File: src/rtl/oka_pkg.sv
// Shared definitions for the sequential overlap-free Karatsuba GF(2)[x] multiplier:
// FSM encoding, width limits and a bit-serial carry-less reference product.
package oka_pkg;

  localparam int MIN_W   = 4;
  localparam int MAX_W   = 64;
  localparam int STATE_W = 3;

  typedef enum logic [STATE_W-1:0] {
    IDLE = 3'd0,
    M0   = 3'd1,
    M1   = 3'd2,
    M2   = 3'd3,
    COMB = 3'd4,
    DONE = 3'd5
  } oka_state_e;

  // Bit-serial shift-and-xor product of operands up to MAX_W bits (zero-extend narrower ones).
  function automatic logic [2*MAX_W-2:0] oka_ref(input logic [MAX_W-1:0] a,
                                                  input logic [MAX_W-1:0] b);
    logic [2*MAX_W-2:0] acc;
    acc = '0;
    for (int i = 0; i < MAX_W; i++) begin
      if (b[i]) begin
        acc = acc ^ ({{(MAX_W-1){1'b0}}, a} << i);
      end else begin
        acc = acc;
      end
    end
    return acc;
  endfunction

endpackage

File: src/rtl/oka_clmul_half.sv
// Combinational H x H schoolbook carry-less multiplier; the single shared
// partial-product engine of oka_seq_mul.
module oka_clmul_half #(
  parameter int H = 32
) (
  input  logic [H-1:0]   a,
  input  logic [H-1:0]   b,
  output logic [2*H-2:0] p
);

  // Each set bit of b contributes a shifted copy of a; GF(2) addition is XOR.
  always_comb begin
    p = '0;
    for (int i = 0; i < H; i++) begin
      p = p ^ (({{(H-1){1'b0}}, a} << i) & {(2*H-1){b[i]}});
    end
  end

endmodule

File: src/rtl/oka_seq_mul.sv
// Sequential overlap-free Karatsuba multiplier over GF(2)[x]: one H x H core is
// time-shared across the three partial products, with valid/ready on both sides.
module oka_seq_mul
  import oka_pkg::*;
#(
  parameter int W = 64
) (
  input  logic           clk,
  input  logic           rst,
  input  logic           in_valid,
  output logic           in_ready,
  input  logic [W-1:0]   a,
  input  logic [W-1:0]   b,
  output logic           out_valid,
  input  logic           out_ready,
  output logic [2*W-2:0] y,
  output logic           busy
);

  localparam int H = W / 2;

  localparam logic [STATE_W-1:0] S_IDLE = IDLE;
  localparam logic [STATE_W-1:0] S_M0   = M0;
  localparam logic [STATE_W-1:0] S_M1   = M1;
  localparam logic [STATE_W-1:0] S_M2   = M2;
  localparam logic [STATE_W-1:0] S_COMB = COMB;
  localparam logic [STATE_W-1:0] S_DONE = DONE;

  if (((W % 2) != 0) || (W < MIN_W)) begin : g_bad_width
    $fatal(1, "oka_seq_mul: W must be even and at least %0d", MIN_W);
  end

  logic [STATE_W-1:0] state;
  logic [H-1:0]       al, ah, bl, bh;
  logic [2*H-2:0]     z0, z1, z2;
  logic [H-1:0]       mul_a, mul_b;
  logic [2*H-2:0]     prod;
  logic [2*H-2:0]     mid;
  logic [2*W-2:0]     comb;
  logic               accept;

  // in_ready deliberately looks through out_ready so a DONE hand-off can overlap a new accept.
  assign in_ready = (state == S_IDLE) || ((state == S_DONE) && out_ready);
  assign accept   = in_valid && in_ready;
  assign busy     = (state != S_IDLE);

  // Operand mux of the shared core, selected by the current partial-product step.
  always_comb begin
    case (state)
      S_M0: begin
        mul_a = al;
        mul_b = bl;
      end
      S_M1: begin
        mul_a = al ^ ah;
        mul_b = bl ^ bh;
      end
      S_M2: begin
        mul_a = ah;
        mul_b = bh;
      end
      default: begin
        mul_a = '0;
        mul_b = '0;
      end
    endcase
  end

  oka_clmul_half #(.H(H)) u_clmul (
    .a (mul_a),
    .b (mul_b),
    .p (prod)
  );

  // Overlap-free recombination: y = z0 + (z0+z1+z2)x^H + z2 x^W.
  always_comb begin
    mid  = z0 ^ z1 ^ z2;
    comb = {{W{1'b0}}, z0} ^ ({{W{1'b0}}, mid} << H) ^ ({{W{1'b0}}, z2} << W);
  end

  // FSM sequencing and output-valid handshake.
  always_ff @(posedge clk or posedge rst) begin
    if (rst) begin
      state     <= S_IDLE;
      out_valid <= 1'b0;
    end else begin
      case (state)
        S_IDLE: begin
          if (accept) begin
            state <= S_M0;
          end
        end
        S_M0:   state <= S_M1;
        S_M1:   state <= S_M2;
        S_M2:   state <= S_COMB;
        S_COMB: begin
          state     <= S_DONE;
          out_valid <= 1'b1;
        end
        S_DONE: begin
          if (out_ready) begin
            out_valid <= 1'b0;
            state     <= accept ? S_M0 : S_IDLE;
          end
        end
        default: begin
          state     <= S_IDLE;
          out_valid <= 1'b0;
        end
      endcase
    end
  end

  // Operand halves are captured only on an accept edge.
  always_ff @(posedge clk or posedge rst) begin
    if (rst) begin
      al <= '0;
      ah <= '0;
      bl <= '0;
      bh <= '0;
    end else if (accept) begin
      al <= a[H-1:0];
      ah <= a[W-1:H];
      bl <= b[H-1:0];
      bh <= b[W-1:H];
    end
  end

  // Partial-product registers, one per multiply step.
  always_ff @(posedge clk or posedge rst) begin
    if (rst) begin
      z0 <= '0;
      z1 <= '0;
      z2 <= '0;
    end else begin
      case (state)
        S_M0:    z0 <= prod;
        S_M1:    z1 <= prod;
        S_M2:    z2 <= prod;
        default: z0 <= z0;
      endcase
    end
  end

  // Result register, loaded once per product and held through DONE.
  always_ff @(posedge clk or posedge rst) begin
    if (rst) begin
      y <= '0;
    end else if (state == S_COMB) begin
      y <= comb;
    end
  end

endmodule
File: config.mk
export PLATFORM = sky130hd
export DESIGN_NAME = oka_seq_mul
export DESIGN_NICKNAME = d
export VERILOG_FILES = /design/src/rtl/oka_pkg.sv /design/src/rtl/oka_clmul_half.sv /design/src/rtl/oka_seq_mul.sv
export SDC_FILE = /design/constraint.sdc
export NUM_CORES = 2
export LEC_CHECK = 0
export ABC_AREA = 0
export BUFFER_PORTS_ARGS = -buffer_cell sky130_fd_sc_hd__buf_2
export CAP_MARGIN = 20
export CORE_ASPECT_RATIO = 1.2
export CORE_MARGIN = 2
export CORE_UTILIZATION = 55
export CTS_CLUSTER_DIAMETER = 30
export DETAILED_ROUTE_END_ITERATION = 10
export PLACE_DENSITY = 0.77
export SLEW_MARGIN = 30
export SYNTH_ARGS = -nofsm -noshare
export SYNTH_HDL_FRONTEND = slang
export SYNTH_SLANG_ARGS = --single-unit
File: constraint.sdc
create_clock -name clk -period 16.3 [get_ports clk]
set_input_delay 4.075 -clock clk [delete_from_list [all_inputs] [get_ports clk]]
set_output_delay 4.075 -clock clk [all_outputs]
set_load 0.03 [all_outputs]
==> flow_summary.yaml <==
yosys:
  ys_ff_latch: 448
  synthArstFlopShare_pct: 100
  synthCells: 3845
  synth_flop_cell: "dfrtp_1"
  avgSynthCellArea_um2: 8.81
  ys_warn_count: 0
  synth_top_cell_by_area: "dfrtp_1"
  synth_seq_area_share_pct: 33.1
  netlist_top_cells_count: "nand2_1 (1191), xnor2_1 (791), dfrtp_1 (448), mux2_2 (235), xor2_1 (198)"
  synth_edf_count: 0
  synth_cell_types: 47
  yosysMostFrequentCell: "nand2_1"
  netlist_area_mm2: 0.0339
  synth_nets: 3977
  synth_area_leaders: "dfrtp_1 (33%), xnor2_1 (20%), nand2_1 (13%)"
  yosysTopAreaCellShare_pct: 33.1
timing:
  min_period_over_period_pct: 54.5
  finalHoldViolations: 0
  hold_ws_ns: 0.497
  setup_viol: 0
  fin_skew_ns: 0.0272
  rsz0062_at_grt: "false"
  finalMaxSlewViolations: 0
  tns_ns: 0
  period_minus_slack_ns: 8.88
  max_slew.worst_pin.slew_ns: 1.04
  fmax_mhz: 113
  maxSlewHeadroom_pct: 30.2
global_routing:
  use_met2_pct: 48.4
  grtUsageMet1_pct: 37.3
  grt_max_degree: 193
  grt_pass1_vias: 27400
  met3_usage_pct: 7.07
  track_usage_pct: 29.9
  antenna_found_initial: 0
  grt_pass1_wl_um: 150000
  grt-ovfl-total: 0
  grt-busiest-layer: "met2"
drt:
  drt_first_pass_iters: 7
  drc: 0
  vias: 27700
  post_drt_wl_per_cell_um: 19.8
  drt-total-wl_um: 95500
  antenna_left: 0
  via_per_inst: 5.75
  first_iter_violations: 2547
place:
  port_buffers: 261
  dp_hpwl_um: 54100
  gp_congestion: 0.835
  post-place-cells: 4670
layout:
  layout-drive-gt1-share_pct: 20.7
  finalNonFillerCells: 4817
  n_fill_cell: 4832
  final_net_count: 4077
  area_growth_syn_to_layout_pct: 13.1
  antenna_cells: 0
setup_path:
  end_kind: "output port"
  regToRegSetupSlack_ns: 10.98
  arrival_ns: 4.81
  timing.rr.start: "state[1]"
  start_kind: "primary input"
  r2r-end: "z0[31]"
  cp_max_fo: 2
  cp_data_required_time_ns: 12.23
  cpPeakStageDelay_ns: 0.31
  path_cells: "buf_2, nand3_1, a21oi_1, buf_2"
  crit_top_cell: "buf_2"
  rr_worst_depth: 10
  slowest_stage: "a21oi_1"
  setup.worst_path.class: "in2out"
clocking:
  cts_max_level: 3
  ctsHoldBuffers: 0
  cts.clk_slew.worst_paths_ns: 0.05
  cts_tree: "yes"
  clock-root-buffer: "clkbuf_16"
  cts.sinks: 448
  cts_resized: 0
  clockBufferDepth: 3
  cts_buffers: 78
  cts_setup_buffers: 0
  clock_latency_ns: 0.63
floorplan:
  dieWidth_um: 231
  initial_utilization_pct: 55.7
  fp.dieArea_mm2: 0.0636
  die_h_um: 276
  io-pin-count: 262
  rows: 99
  core-area_mm2: 0.0608
outcome:
  status: "complete, no violations"
hold_path:
  holdPathStages: 2
  min_to: "z0[47]"
  hold_start: "z0[47]"
  hold_class: "reg2reg"
run:
  max_cap_violations: 0
[layout by cell type (no fill, tap or decap), drive strengths merged]
master	n
nand2	1209
xnor2	810
dfrtp	448
buf	331
mux2	235
o21ai	231
xor2	198
a21oi	105
clkbuf	103
nor2	85
xnor3	55
nor3	28
or3	23
a221oi	23
a311oi	21
nor3b	20
clkinv	20
nor4bb	16
inv	11
bufinv	10
clkinvlp	6
and4bb	6
nand2b	3
or2	2
nand3	1
and3	1
and2b	1
nor2b	1
mux2i	1
nand3b	1
o221a	1
o211ai	1
a22oi	1
o22ai	1
[per-layer routing]
| layer | vias to the layer above | part of all wire (%) |
|---|---|---|
| li1 | 12500 | - |
| met3 | 468 | 11 |
| met2 | 1643 | 46 |
| met5 | - | 0 |
| met1 | 13100 | 38 |
| met4 | 0 | 5.3 |
[registers in the layout (all words and copies together), names as in the netlist]
signal / flops
bh: 32
y: 127
z2: 63
bl: 32
state: 3
al: 32
ah: 32
out_valid: 1
z1: 63
z0: 63
[cell type report]
class,instances,area [um^2],share of cell area (%)
Sequential cell,448,11200,29.3
Tap cell,808,1010,2.64
Clock inverter,42,591,1.54
Multi-Input combinational cell,3080,21300,55.7
Timing Repair Buffer,332,1910,4.98
Clock buffer,102,2230,5.81
Inverter,5,22.5,0.0588
[critical path: cells and delay by family]
| family | cells | cell delay (ns) |
|---|---|---|
| and+or+nand+nor | 1 | 0.07 |
| AOI/OAI and AO/OA | 1 | 0.31 |
| buffers and inverters | 2 | 0.35 |
[kinds of logic after synthesis]
kind of cell	after synthesis	synth area share, %
buf+inv	317	5.28
xor+xnor	1063	30.1
flops	448	33.1
compound gates	384	6.87
mux	236	7.84
simple gates	1397	16.8
[per-stage QoR]
step / utilization (%) / setup slack [ns] / cell area (um^2)
2_1_floorplan: - / 6.17 / 33900
3_3_place_gp: 58.2 / 7.39 / 35400
3_5_place_dp: 58.2 / 7.42 / 35400
4_1_cts: 62.9 / 7.42 / 38200
5_1_grt: 63.0 / 7.38 / 38300
6_report: 63.0 / 7.42 / 38300
[worst max path at each step]
stage	slack [ns]	depth (start not counted)	end	start
2_1_floorplan	6.17	1	ah[0]	rst
3_3_place_gp	7.39	4	in_ready	out_ready
3_5_place_dp	7.42	4	in_ready	out_ready
4_1_cts	7.42	4	in_ready	out_ready
5_1_grt	7.38	4	in_ready	out_ready
6_report	7.42	4	in_ready	out_ready
Power is not shown: default switching activity piles up to over one toggle a cycle in this logic, so the estimate is an artifact.
